==> src/rtl/i2s_pkg.sv <==
// Shared types and constants for the I2S sample feeder.
package i2s_pkg;

  localparam int SAMPLE_W     = 16;
  localparam int UNDERRUN_MAX = 255;

  typedef enum logic [1:0] {
    IDLE  = 2'd0,
    PRIME = 2'd1,
    RUN   = 2'd2
  } state_t;

endpackage

==> src/rtl/i2s_sample_feeder_if.sv <==
// CPU-side write port of the I2S sample feeder: push strobe, data, and FIFO status.
interface i2s_sample_feeder_if #(
  parameter int DEPTH = 16,
  parameter int WIDTH = 16
);

  logic                     wr_en;
  logic [WIDTH-1:0]         wr_data;
  logic                     full;
  logic [$clog2(DEPTH):0]   level;

  modport master (output wr_en, wr_data, input full, level);
  modport slave  (input wr_en, wr_data, output full, level);

endinterface

==> src/rtl/i2s_sample_feeder_fifo.sv <==
// Single-clock sample FIFO (sample_fifo); DEPTH must be a power of two so pointers wrap naturally.
module sample_fifo #(
  parameter int DEPTH = 16,
  parameter int WIDTH = 16
) (
  input  logic                   clk,
  input  logic                   reset,
  input  logic                   push,
  input  logic                   pop,
  input  logic [WIDTH-1:0]       din,
  output logic [WIDTH-1:0]       head,
  output logic [$clog2(DEPTH):0] level,
  output logic                   full,
  output logic                   empty
);

  localparam int AW = $clog2(DEPTH);

  logic [WIDTH-1:0] mem [DEPTH];
  logic [AW-1:0]    wr_ptr;
  logic [AW-1:0]    rd_ptr;
  logic             do_push;
  logic             do_pop;

  assign full    = (level == (AW+1)'(DEPTH));
  assign empty   = (level == '0);
  assign do_push = push & ~full;
  assign do_pop  = pop & ~empty;
  assign head    = mem[rd_ptr];

  always_ff @(posedge clk) begin
    if (reset) begin
      wr_ptr <= '0;
      rd_ptr <= '0;
      level  <= '0;
    end else begin
      if (do_push) wr_ptr <= wr_ptr + 1'b1;
      if (do_pop)  rd_ptr <= rd_ptr + 1'b1;
      case ({do_push, do_pop})
        2'b10:   level <= level + 1'b1;
        2'b01:   level <= level - 1'b1;
        default: level <= level;
      endcase
    end
  end

  always_ff @(posedge clk) begin
    if (do_push) mem[wr_ptr] <= din;
  end

endmodule

==> src/rtl/i2s_sample_feeder.sv <==
// Feeds the I2S transmitter's value input from a sample FIFO, one sample per lrclk slot.
// Build option: I2S_FEEDER_HOLD_EN holds the last played sample during underrun/PRIME.
module i2s_sample_feeder
  import i2s_pkg::*;
#(
  parameter int DEPTH       = 16,
  parameter int START_LEVEL = 8,
  parameter int WIDTH       = SAMPLE_W
) (
  input  logic                  clk,
  input  logic                  reset,
  input  logic                  enable,
  i2s_sample_feeder_if.slave    cpu,
  input  logic                  lrclk,
  output logic [WIDTH-1:0]      value,
  output logic                  running,
  output logic [7:0]            underrun_cnt,
  output logic                  overflow,
  input  logic                  clr_flags
);

  localparam int LW = $clog2(DEPTH) + 1;
`ifdef I2S_FEEDER_HOLD_EN
  localparam bit HOLD = 1'b1;
`else
  localparam bit HOLD = 1'b0;
`endif

  state_t           state, state_nxt;
  logic             lr_q, lr_edge, lr_fall;
  logic [WIDTH-1:0] head, value_nxt;
  logic [LW-1:0]    level;
  logic             full, empty, pop, underrun_evt, start_ok;

  assign lr_edge   = lrclk ^ lr_q;
  assign lr_fall   = lr_edge & ~lrclk;
  assign start_ok  = (level >= LW'(START_LEVEL));
  assign cpu.full  = full;
  assign cpu.level = level;

  sample_fifo #(.DEPTH(DEPTH), .WIDTH(WIDTH)) u_fifo (
    .clk   (clk),
    .reset (reset),
    .push  (cpu.wr_en),
    .pop   (pop),
    .din   (cpu.wr_data),
    .head  (head),
    .level (level),
    .full  (full),
    .empty (empty)
  );

  always_ff @(posedge clk) begin
    if (reset) begin
      state <= IDLE;
      lr_q  <= 1'b0;
      value <= '0;
    end else begin
      state <= state_nxt;
      lr_q  <= lrclk;
      value <= value_nxt;
    end
  end

  always_comb begin
    state_nxt = state;
    if (!enable) begin
      state_nxt = IDLE;
    end else begin
      case (state)
        IDLE:    state_nxt = PRIME;
        PRIME:   if (lr_fall && start_ok) state_nxt = RUN;
        RUN:     if (lr_edge && empty) state_nxt = PRIME;
        default: state_nxt = IDLE;
      endcase
    end
  end

  // Pop and value load happen in the same cycle the slot edge is seen.
  always_comb begin
    pop          = 1'b0;
    underrun_evt = 1'b0;
    value_nxt    = value;
    running      = (state == RUN);
    if (!enable) begin
      value_nxt = '0;
    end else begin
      case (state)
        IDLE: value_nxt = '0;
        PRIME: begin
          if (!HOLD) value_nxt = '0;
          if (lr_fall && start_ok) begin
            pop       = 1'b1;
            value_nxt = head;
          end
        end
        RUN: begin
          if (lr_edge) begin
            if (!empty) begin
              pop       = 1'b1;
              value_nxt = head;
            end else begin
              underrun_evt = 1'b1;
              if (!HOLD) value_nxt = '0;
            end
          end
        end
        default: value_nxt = '0;
      endcase
    end
  end

  // A new event in the same cycle as clr_flags takes precedence over the clear.
  always_ff @(posedge clk) begin
    if (reset) begin
      underrun_cnt <= '0;
      overflow     <= 1'b0;
    end else begin
      if (underrun_evt) begin
        if (clr_flags)                           underrun_cnt <= 8'd1;
        else if (underrun_cnt != 8'(UNDERRUN_MAX)) underrun_cnt <= underrun_cnt + 8'd1;
      end else if (clr_flags) begin
        underrun_cnt <= '0;
      end
      if (cpu.wr_en && full) overflow <= 1'b1;
      else if (clr_flags)    overflow <= 1'b0;
    end
  end

endmodule
==> src/flat_wrapper.sv <==
// flat-port wrapper written by rule: the top's interface ports become plain ports
module i2s_sample_feeder_flat import i2s_pkg::*;
#(
  parameter int DEPTH       = 16,
  parameter int START_LEVEL = 8,
  parameter int WIDTH       = SAMPLE_W
)
  (clk, reset, enable, lrclk, value, running, underrun_cnt, overflow, clr_flags, cpu_wr_en, cpu_wr_data, cpu_full, cpu_level);
  i2s_sample_feeder_if #(.DEPTH(DEPTH), .WIDTH(WIDTH)) cpu_i ();
  input  logic clk;
  input  logic reset;
  input  logic enable;
  input  logic lrclk;
  output logic [WIDTH-1:0] value;
  output logic running;
  output logic [7:0] underrun_cnt;
  output logic overflow;
  input  logic clr_flags;
  input wire logic [$bits(cpu_i.wr_en)-1:0] cpu_wr_en;
  input wire logic [$bits(cpu_i.wr_data)-1:0] cpu_wr_data;
  output wire logic [$bits(cpu_i.full)-1:0] cpu_full;
  output wire logic [$bits(cpu_i.level)-1:0] cpu_level;
  assign cpu_i.wr_en = cpu_wr_en;
  assign cpu_i.wr_data = cpu_wr_data;
  assign cpu_full = cpu_i.full;
  assign cpu_level = cpu_i.level;
  i2s_sample_feeder #(.DEPTH(DEPTH), .START_LEVEL(START_LEVEL), .WIDTH(WIDTH)) u_core (.clk(clk), .reset(reset), .enable(enable), .cpu(cpu_i), .lrclk(lrclk), .value(value), .running(running), .underrun_cnt(underrun_cnt), .overflow(overflow), .clr_flags(clr_flags));
endmodule
==> config.mk <==
export PLATFORM = sky130hd
export DESIGN_NAME = i2s_sample_feeder_flat
export DESIGN_NICKNAME = d
export VERILOG_FILES = /design/src/rtl/i2s_pkg.sv /design/src/rtl/i2s_sample_feeder_if.sv /design/src/rtl/i2s_sample_feeder_fifo.sv /design/src/rtl/i2s_sample_feeder.sv /design/src/flat_wrapper.sv
export SDC_FILE = /design/constraint.sdc
export NUM_CORES = 1
export LEC_CHECK = 0
export BUFFER_PORTS_ARGS = -buffer_cell sky130_fd_sc_hd__buf_2
export CAP_MARGIN = 20
export CORE_ASPECT_RATIO = 1.4
export CORE_MARGIN = 2
export CORE_UTILIZATION = 40
export CTS_CLUSTER_SIZE = 10
export DETAILED_ROUTE_END_ITERATION = 10
export PLACE_DENSITY = 0.54
export SYNTH_ARGS = -nofsm -noshare
export SYNTH_HDL_FRONTEND = slang
export SYNTH_SLANG_ARGS = --single-unit
==> constraint.sdc <==
create_clock -name clk -period 8.4 [get_ports clk]
set_input_delay 1.68 -clock clk [delete_from_list [all_inputs] [get_ports clk]]
set_output_delay 1.68 -clock clk [all_outputs]
set_load 0.01 [all_outputs]
==> results.md, run 1 <==
- Status: finished, final reports clean
- # diodes: 0
- Top cells by area, synth: edfxtp_1, mux4_2, dfxtp_1
- Starting DRT DRC Count: 368
- Io pins: 54
- GP Congestion: 0.787
- Leak: ~0.0044 uW
- Vias in the first global route: 6629
- Die area: 30600 um2
- Synth area leader: edfxtp_1
- Layout fillers: ~2500
- CTS root buffer: clkbuf_16
- Cell Area, Synth: between 10000 and 15000 um2
- Layout cells sized above 1: 0.278
- Clock Power Share: 0.444
- CTS Buf Count: 36
- Synth warn: 0
- CTS clk-pin slew, worst paths: 0.06 ns
- Hold path startpoint: u_core.value[4]
- Via-per-instance ratio: around 5.4
- Clock skew: 0.00662 ns
- Critical Path Sink Type: flop
- Area growth syn-to-layout: 16.3%
- IO Port Bufs: 53
- Seq cells post-synth: ~300
- Slew Limit Fails: 0
- Period Utilization, post-route: 0.543
- Synthesized Nets: 671
- Synthesized instance count: 635
- Worst-path maximum fanout: 10
- Hold-fix buffers, CTS: 0
- Setup CP Type: primary input to flop
- Adder-cell share of the synthesized area: 0.0150
- Mapped Avg Cell Area: 18.4 um2
- Die height: 206 um
- # Max-Cap Violations: 0
- Final #Nets: 751
- WP data required: just under 9 ns
- CTS tree: done
- Power Density: 228 nW/um2
- Switch Pwr: between 600 and 700 uW
- RSZ-0062 raised after global routing: no
- Die Wd: between 100 and 150 um
- Max incr delay on CP: 0.74 ns
- Slowest CP cell: a221oi_1
- Sequential share of power: 0.530
- Clock insertion delay at the later pin of the skew report: roughly 0.51 ns
- Worst VDD drop: ~130 uV
- Critical path arrival: 4.96 ns
- Drt drc: 0
- Class of the worst hold path: flop to flop
- Crit path launch: lrclk
- Most frequent cells in the layout: edfxtp_1, mux4_2, buf_2
- Compound-gate portion of the synthesized area: 0.0461
- Overflow after GRT: 0
- Avg WL per Cell: between 20 and 25 um
- Setup violators final: 0
- Global-route wire length before repair: ~40000 um
- Switching Share: 0.200
- Worst-case clock buffer depth: 3
- Std cell rows: 74
- Worst Path Buf+Inv: 2
- Worst Tran Pin Value: just over 1 ns
- Via count: 6091
- Detail Placement HPWL: 15300 um
- FMAX: 0.219 GHz
- First-pass detailed-route iteration total: 5
- Core Area: 29000 um2
- H-tree depth: 2
- Number of distinct library cells after synthesis: 43
- Reg-to-Reg Start: u_core.state[1]
- Largest family of logic cells by synthesized area: multiplexers
- Initial antenna violation count: 0
- Fraction of power consumed by combinational cells: 0.025
- Crit-path most repeated cell: ha_1
- Clk sinks: approximately 300
- Final Hold Fails: 0
- Post-Synth XOR/XNOR Area: 0.0105
- Largest net degree at the start of global routing: 65
- Simple logic cell fraction of the synthesized area: 0.0490
- Routed Antenna Nets: 0
- GRT Overall Usage: 0.179
- Most common cell after layout, fill and taps aside: edfxtp_1
- Area share of the largest cell type after synthesis: 0.658
- Final Power: 3100 uW
- Final wirelength: about 26000 um
- Post-synthesis sequential area ratio: 0.735
- Cell family with most CP delay: compound AO/OA/AOI/OAI gates
- Mux contribution to synthesized area: 0.129
- Setup crit start kind: primary input
- Relative slew slack: 0.312
- Cts repair resizes: 0
- Starting Density: 0.403
- Worst-path cell chain: buf_2, inv_1, ha_1, nand2b_1, a221oi_1, ha_1, xor2_1, ha_1, nor2b_1, a2111oi_0, a311oi_1, mux2_1
- P_int: 2480 uW
- Setup Total Neg Slack: 0 ns
- Clock period minus worst slack: 4.56 ns
- Post-CTS setup repair buffer count: 0
## area by class of cell
| type | instances | area, um2 | share of cell area |
|---|---|---|---|
| well taps | 380 | 475 | 0.0350 |
| clock buffers | 62 | 1020 | 0.0751 |
| multi-input cells | 291 | 2980 | 0.219 |
| clock inverters | 2 | 12.5 | 0.000921 |
| inverters | 9 | 33.8 | 0.00249 |
| flip-flops and latches | 301 | 8590 | 0.632 |
| repair buffers | 76 | 473 | 0.0348 |
## worst register-to-register path, cell delays in order, from the launching register on
cell and delay [ns]:
dfxtp_1 0.34, inv_1 0.09, ha_1 0.19, o211ai_1 0.19
a221oi_1 0.79, ha_1 0.50, xor2_1 0.13, ha_1 0.23
nor2b_1 0.14, a2111oi_0 0.45, a311oi_1 0.13, mux2_1 0.33
## final timing paths
kind                                          endpoint  slack [ns]  cells after the start
worst max-delay path            u_core.u_fifo.level[4]        3.84                     12
worst min-delay path                   u_core.value[4]        0.48                      1
worst max register to register  u_core.u_fifo.level[4]        4.79                     11
worst min register to register         u_core.value[4]        0.48                      1
## synthesized netlist by cell type, drive strengths merged
cell type,count
a311oi,1
ha,14
and2,1
o22a,1
or3b,2
nand2,29
xor2,7
o31a,1
o31ai,1
a2111oi,1
nand4,3
nand2b,5
a22oi,33
or4,2
o211ai,1
a221oi,1
a21oi,9
buf,13
a31oi,2
inv,9
nor4,4
mux4,64
nor2,53
nor3,7
or2,1
clkbuf,21
a22o,16
mux2i,4
nand3b,1
nor4b,1
a211oi,1
o21ai,4
mux2,2
nor3b,2
xnor2,7
dfxtp,45
nor2b,6
edfxtp,256
nand3,3
o21bai,1
## power by group through the flow
stage                     registers (uW)  logic (uW)  clock network [uW]
after global routing                1650        87.8                1470
after detailed placement            1680        80.4                   0
after floorplan                     1680        39.8                   0
after global placement              1680        76.9                   0
after CTS                           1650        80.6                1410
final                               1650        78.8                1380
## state kept, by name, summed over array words and instances, names as in the netlist, named ones only
| signal | count |
|---|---|
| u_core.value | 16 |
| u_core.underrun_cnt | 8 |
| u_core.overflow | 1 |
| u_core.state | 2 |
| u_core.u_fifo.level | 5 |
| u_core.u_fifo.rd_ptr | 4 |
| u_core.u_fifo.wr_ptr | 4 |
| u_core.lr_q | 1 |
| u_core.u_fifo.mem | 256 |
## kinds of logic after synthesis
kind of cell,Yosys count
DFF,301
and+or+nand+nor,120
AOI/OAI and AO/OA,73
muxes,70
buffers and inverters,43
xor gates and xnor gates,14
adders and majority gates,14
## layer usage
| layer | routed length [um] | vias to the layer above | share of wire | global-route usage |
|---|---|---|---|---|
| met1 | 10200 | 3164 | 0.39 | 0.210 |
| met2 | 14300 | 172 | 0.54 | 0.333 |
| met5 | 0 | - | 0 | 0 |
| met3 | 1160 | 56 | 0.044 | 0.0325 |
| li1 | - | 2699 | - | - |
| met4 | 690 | 0 | 0.026 | 0.0571 |
## metrics by stage
stage / utilization / setup WS, ns / instances / instance area, um2 / hold WS (ns)
2_1_floorplan: - / 3.84 / 635 / 11700 / 0.472
3_3_place_gp: 0.431 / 3.52 / 1054 / 12500 / 0.462
3_5_place_dp: 0.433 / 3.37 / 1057 / 12600 / 0.465
4_1_cts: 0.469 / 3.91 / 1121 / 13600 / 0.477
5_1_grt: 0.469 / 3.60 / 1121 / 13600 / 0.491
6_report: 0.469 / 3.84 / 1121 / 13600 / 0.477
(Power assumes the default switching activity.)
==> run 2, diff against run 1 <==
Settings changed: ABC_AREA set to 1.
Clock period 8.4 ns to 4.2 ns, I/O delays scaled along.
==> results.md, run 2 <==
- Status: finished, final reports clean
- Multi-input gate area: 3080 um2 (+3.5%)
- Number of synthesized flops with an enable pin: 256 (unchanged)
- Worst R2R Path Depth: 20 (+9)
- Worst-path maximum fanout: 4 (-6)
- Via-per-instance ratio: 5.19 (-4.4%)
- Number of distinct library cells after synthesis: 35 (-19%)
- Max incr delay on CP: 0.38 ns (-0.36 ns)
- Switch Pwr: 1270 uW (+110%)
- Critical Path Sink Type: flop
- Starting DRT DRC Count: 417 (+13%)
- CTS Buf Count: 36 (unchanged)
- Post-synthesis sequential area ratio: 0.699 (-0.0360)
- Largest Register: u_core.u_fifo.mem
- CTS root buffer: clkbuf_16
- Final Hold Fails: 0 (unchanged)
- Cell Area, Synth: 12300 um2 (+5.1%)
- Io pins: 54 (unchanged)
- Synth area leader: edfxtp_1
- Die Wd: 152 um (+2.5%)
- Flip-flop count of the largest register after layout: 256 (unchanged)
- Detail Placement HPWL: 16800 um (+9.5%)
- Final #Nets: 1099 (+46%)
- Crit-path most repeated cell: nand2_1
- Seq cells post-synth: 301 (unchanged)
- Routed Antenna Nets: 0 (unchanged)
- Pre-CTS WS: 1.19 ns (-2.18 ns)
- GRT Overall Usage: 0.177 (-0.00218)
- First-pass detailed-route iteration total: 5 (unchanged)
- GP Congestion: 0.799 (+1.4%)
- CTS clk-pin slew, worst paths: 0.05 ns (about the same)
- Clock Power Share: 0.450 (+0.006)
- Post-CTS setup repair buffer count: 0 (unchanged)
- Sequential share of power: 0.524 (-0.006)
- Largest net degree at the start of global routing: 87 (+34%)
- Slowest CP cell: dfxtp_1
- Final wirelength: 28300 um (+7.2%)
- FMAX: 0.402 GHz
- Ys flop type: edfxtp_1
- Worst Tran Pin Value: 1.11 ns (+0.0807 ns)
- Overflow after GRT: 0 (unchanged)
- Class of the worst hold path: flop to flop
- Clk sinks: 301 (unchanged)
- Top cells by area, synth: edfxtp_1, dfxtp_1, mux2i_1
- Relative slew slack: 0.258 (-0.0538)
- Most common cell after layout, fill and taps aside: edfxtp_1
- WP data required: 4.60 ns (-4.20 ns)
- Final Power: 6280 uW (+100%)
- Setup Total Neg Slack: 0 ns (unchanged)
- Synthesized Nets: 1030 (+54%)
- Die area: 32200 um2 (+5.0%)
- Most frequent cells in the layout: edfxtp_1, o21ai_0, inv_1
- Final core utilization: 0.469 (about the same)
- Worst-path cell chain: inv_1, ha_1, nand2_1, inv_1, nand2_1, inv_1, nand2_1, inv_2, ha_1, xnor2_1, inv_1, ha_1, inv_1, nand2_1, nand2_1, nand2_1, nand2_1, nand2_1, nand2_1, a21oi_1
- Clock skew: 0.0105 ns (+0.00393 ns)
- Area share of the largest cell type after synthesis: 0.626 (-0.0322)
- Synth top cells by count: edfxtp_1, o21ai_0, inv_1, nand2_1, a21oi_1
- # diodes: 0 (unchanged)
- Drt drc: 0 (unchanged)
- FF+latch area: 8590 um2 (unchanged)
- Setup CP Type: flop to flop
- Power Density: 445 nW/um2 (+95%)
- Core Area: 30100 um2 (+3.9%)
- Hold-fix buffers, CTS: 0 (unchanged)
- Worst-case clock buffer depth: 3 (unchanged)
- Layout cells sized above 1: 0.135 (-0.143)
- Clock insertion delay at the later pin of the skew report: 0.51 ns (about the same)
- Worst Hold Depth: 2 (+1)
- H-tree depth: 2 (unchanged)
- Levels on crit path: 20 (+8)
- Starting Density: 0.408 (+0.00469)
- Cell with the most instances after synthesis: edfxtp_1
- Layout fillers: 2675 (+8.5%)
- Area growth syn-to-layout: 14.9%
- Top Registers: u_core.u_fifo.mem x256, u_core.value x16, u_core.underrun_cnt x8
- Worst VDD drop: 223 uV (+78%)
- Die height: 211 um (+2.5%)
- Vias in the first global route: 7485 (+13%)
- Avg WL per Cell: 19.2 um (-19%)
- Slew Limit Fails: 0 (unchanged)
- CTS tree: done
- Initial antenna violation count: 0 (unchanged)
- Period Utilization, post-route: 0.593
- Std cell rows: 75 (+1.4%)
- Mapped Avg Cell Area: 12.4 um2 (-33%)
- Via count: 7664 (+26%)
- Worst Setup Slack, final: 1.71 ns (-2.12 ns)
- RSZ-0062 raised after global routing: no
- Fraction of power consumed by combinational cells: 0.026 (about the same)
- Post-route cell area: 14100 um2 (+4.0%)
- Cell family with most CP delay: adder cells
- Setup violators final: 0 (unchanged)
- Async S/R FF share, synth: 0 (unchanged)
- Clock period minus worst slack: 2.49 ns
- Leak: 0.00493 uW (+11%)
- DP Area: 13000 um2 (+3.8%)
- Switching Share: 0.202 (+0.00291)
- # Max-Cap Violations: 0 (unchanged)
- IO Port Bufs: 53 (unchanged)
- Global-route wire length before repair: 43500 um (+8.7%)
- Cts repair resizes: 0 (unchanged)
- P_int: 5010 uW (+100%)
- Setup crit start kind: flop
- Worst Path Buf+Inv: 6 (+4)
- Synth warn: 0 (unchanged)
- Synthesized instance count: 994 (+57%)
- Critical path arrival: 2.89 ns (-2.07 ns)
[run 2: metal layers]
layer,share of wire,up-vias,track usage,routed length (um)
li1,-,3707,-,-
met1,0.44,3798,0.227,12400
met2,0.51,128,0.311,14400
met3,0.032,31,0.0278,898
met4,0.020,0,0.0535,567
met5,0,-,0,0
[run 2: per-stage QoR]
stage	hold WS, ns	cells
3_3_place_gp	0.450	1409
5_1_grt	0.484	1476
6_report	0.461	1476
2_1_floorplan	0.472	994
4_1_cts	0.462	1475
3_5_place_dp	0.454	1409
[run 2: logic make-up (layout without fill, tap and decap cells)]
| logic type | after synthesis | count (layout) | share of synthesized area |
|---|---|---|---|
| adder cells (fa/ha/maj) | 14 | 14 | 0.0143 |
| multiplexers | 64 | 64 | 0.0521 |
| flip-flops | 301 | 301 | 0.699 |
| XOR/XNOR | 4 | 4 | 0.00285 |
| AO/OA/AOI/OAI | 271 | 271 | 0.116 |
| AND/OR/NAND/NOR | 185 | 185 | 0.0625 |
| buffers and inverters | 155 | 252 | 0.0536 |
[run 2: power by group through the flow]
stage               Sequential, uW  Clock, uW  Combinational, uW
floorplan                     3350          0               80.0
detailed placement            3350          0                165
global placement              3350          0                163
CTS                           3290       2880                165
global route                  3290       2990                184
finish                        3290       2830                163
[run 2: path summary, 6_finish.rpt]
check / slack [ns] / endpoint / start
min reg2reg: 0.46 / u_core.value[2] / u_core.value[2]
max: 1.71 / u_core.u_fifo.level[4] / u_core.state[0]
max reg2reg: 1.71 / u_core.u_fifo.level[4] / u_core.state[0]
min: 0.46 / u_core.value[2] / u_core.value[2]
[run 2: tightest hold or removal path: stages, from the launching register on]
cell	delay, ns
dfxtp_1	0.30
nand2_1	0.06
a21oi_1	0.05
[run 2: final cells by class]
class / instances / share of cell area
multi-input combinational: 538 / 0.218
inverter: 107 / 0.0284
clock buffer: 64 / 0.0742
tap: 385 / 0.0341
sequential: 301 / 0.608
timing repair buffer: 79 / 0.0349
clock inverter: 2 / 0.00177
==> run 3, diff against run 2 <==
Settings changed: ABC_AREA 1 to 0, PLACE_DENSITY 0.54 to 0.56.
Clock period 4.2 ns to 2.15 ns, I/O delays scaled along.
==> results.md, run 3 (synthesis results as in run 1) <==
- Via count: 6311 (-18%)
- Critical path arrival: 2.98 ns (+0.09 ns)
- Largest Register: u_core.u_fifo.mem
- Top Registers: u_core.u_fifo.mem x256, u_core.value x16, u_core.underrun_cnt x8
- DP Area: 13100 um2 (+0.45%)
- Overflow after GRT: 0 (unchanged)
- Relative slew slack: 0.357 (+0.0993)
- Worst VDD drop: 499 uV (+120%)
- Std cell rows: 74 (-1.3%)
- Multi-input gate area: 3190 um2 (+3.6%)
- Routed Antenna Nets: 0 (unchanged)
- Setup CP Type: flop to flop
- Critical Path Sink Type: flop
- Final #Nets: 806 (-27%)
- Hold-fix buffers, CTS: 0 (unchanged)
- Die Wd: 148 um (-2.4%)
- Setup violators final: 10 (+10)
- CTS root buffer: clkbuf_16
- Final Power: 12300 uW (+95%)
- Final Hold Fails: 0 (unchanged)
- Worst-path cell chain: inv_4, ha_4, o211ai_1, a221oi_4, ha_4, xor2_1, ha_2, nor2b_4, a2111oi_2, a311oi_1, mux2_1
- Clock period minus worst slack: 2.59 ns (+0.0988 ns)
- Layout cells sized above 1: 0.365 (+0.230)
- Clock insertion delay at the later pin of the skew report: 0.52 ns (about the same)
- Worst Path Buf+Inv: 1 (-5)
- Vias in the first global route: 6799 (-9.2%)
- Setup crit start kind: flop
- # diodes: 0 (unchanged)
- Io pins: 54 (unchanged)
- GRT Overall Usage: 0.178 (+0.000653)
- Most common cell after layout, fill and taps aside: edfxtp_1
- GP Congestion: 0.784 (-1.8%)
- FF+latch area: 8600 um2 (about the same)
- Drt drc: 0 (unchanged)
- Failing checks: setup timing
- Die height: 206 um (-2.4%)
- FMAX: 0.386 GHz (-3.8%)
- Crit-path most repeated cell: ha_4
- Worst Tran Pin Value: 0.964 ns (-0.149 ns)
- Via-per-instance ratio: 5.36 (+3.3%)
- Layout fillers: 2375 (-11%)
- # Max-Cap Violations: 0 (unchanged)
- Clk sinks: 301 (unchanged)
- Die area: 30600 um2 (-4.8%)
- Worst-case clock buffer depth: 3 (unchanged)
- Starting Density: 0.403 (-0.00469)
- CTS tree: done
- Starting DRT DRC Count: 487 (+17%)
- Final wirelength: 26300 um (-7.2%)
- Initial antenna violation count: 0 (unchanged)
- Avg WL per Cell: 22.3 um (+16%)
- Post-route cell area: 14400 um2 (+2.1%)
- RSZ-0062 raised after global routing: yes
- H-tree depth: 2 (unchanged)
- Slowest CP cell: mux2_1
- Most frequent cells in the layout: edfxtp_1, mux4_2, buf_4
- WP data required: 2.54 ns (-2.06 ns)
- Max incr delay on CP: 0.35 ns (-0.03 ns)
- Final core utilization: 0.498 (+0.0288)
- Power Density: 850 nW/um2 (+91%)
- Worst Setup Slack, final: -0.438 ns (-2.15 ns)
- First-pass detailed-route iteration total: 4 (-1)
- Cell family with most CP delay: compound AO/OA/AOI/OAI gates
- CTS Buf Count: 36 (unchanged)
- Status: finished with violations
- Period Utilization, post-route: 1.20 (+0.611)
- Class of the worst hold path: primary input to flop
- Leak: 0.00479 uW (-2.9%)
- CTS clk-pin slew, worst paths: 0.06 ns (about the same)
- Detail Placement HPWL: 15400 um (-8.5%)
- Pre-CTS WS: -0.735 ns (-1.93 ns)
- Area growth syn-to-layout: 23.4%
- Global-route wire length before repair: 40200 um (-7.7%)
- IO Port Bufs: 53 (unchanged)
- Largest net degree at the start of global routing: 49 (-44%)
- Core Area: 29000 um2 (-3.8%)
- Flip-flop count of the largest register after layout: 256 (unchanged)
- Hold slack: 0.200 ns (-0.260 ns)
- Clock skew: 0.0165 ns (+0.00597 ns)
- Worst-path maximum fanout: 4 (unchanged)
- Slew Limit Fails: 0 (unchanged)
run 3: worst paths after layout:
kind                                  startpoint                endpoint  slack, ns  depth (start not counted)
worst max-delay path             u_core.state[1]  u_core.u_fifo.level[4]      -0.44                         11
worst min-delay path                       lrclk             u_core.lr_q       0.20                          3
worst max register to register   u_core.state[1]  u_core.u_fifo.level[4]      -0.44                         11
worst min register to register  u_core.value[12]        u_core.value[12]       0.47                          1
run 3: cell type report:
cell class                      count  area share
Timing Repair Buffer              130      0.0729
Clock buffer                       62      0.0714
Sequential cell                   301       0.596
Multi-Input combinational cell    292       0.221
Tap cell                          380      0.0330
Inverter                            9     0.00338
Clock inverter                      3     0.00182
run 3: repair_timing:
action                     in CTS  in global routing
setup endpoints to repair      10                  9
cloned                          1                  0
pin swaps                      15                 11
buffers inserted               10                  4
hold endpoints to repair        0                  0
resized for setup              34                  7
run 3: per-stage QoR:
| step | instances | setup TNS, ns |
|---|---|---|
| 2_1_floorplan | 635 | -1.49 |
| 3_3_place_gp | 1097 | -2.25 |
| 3_5_place_dp | 1097 | -2.52 |
| 4_1_cts | 1173 | -1.51 |
| 5_1_grt | 1177 | -2.44 |
| 6_report | 1177 | -1.61 |
run 3: power breakdown:
part | total [uW] | internal [uW] | switching [uW]
clock network | 5430 | 3250 | 2180
logic | 408 | 173 | 235
registers | 6430 | 6400 | 25.1
total | 12300 | 9820 | 2440
run 3: layer usage:
layer	track usage	wire length [um]
met5	0	0
met4	0.0592	593
met3	0.0342	1630
met2	0.318	13900
met1	0.216	10100
run 3: worst reg2reg max path, stage by stage, from the launching register on:
cell and delay [ns]:
dfxtp_2 0.34, inv_4 0.07, ha_4 0.14, o211ai_1 0.16
a221oi_4 0.32, ha_4 0.21, xor2_1 0.15, ha_2 0.23
nor2b_4 0.15, a2111oi_2 0.05, a311oi_1 0.29, mux2_1 0.35
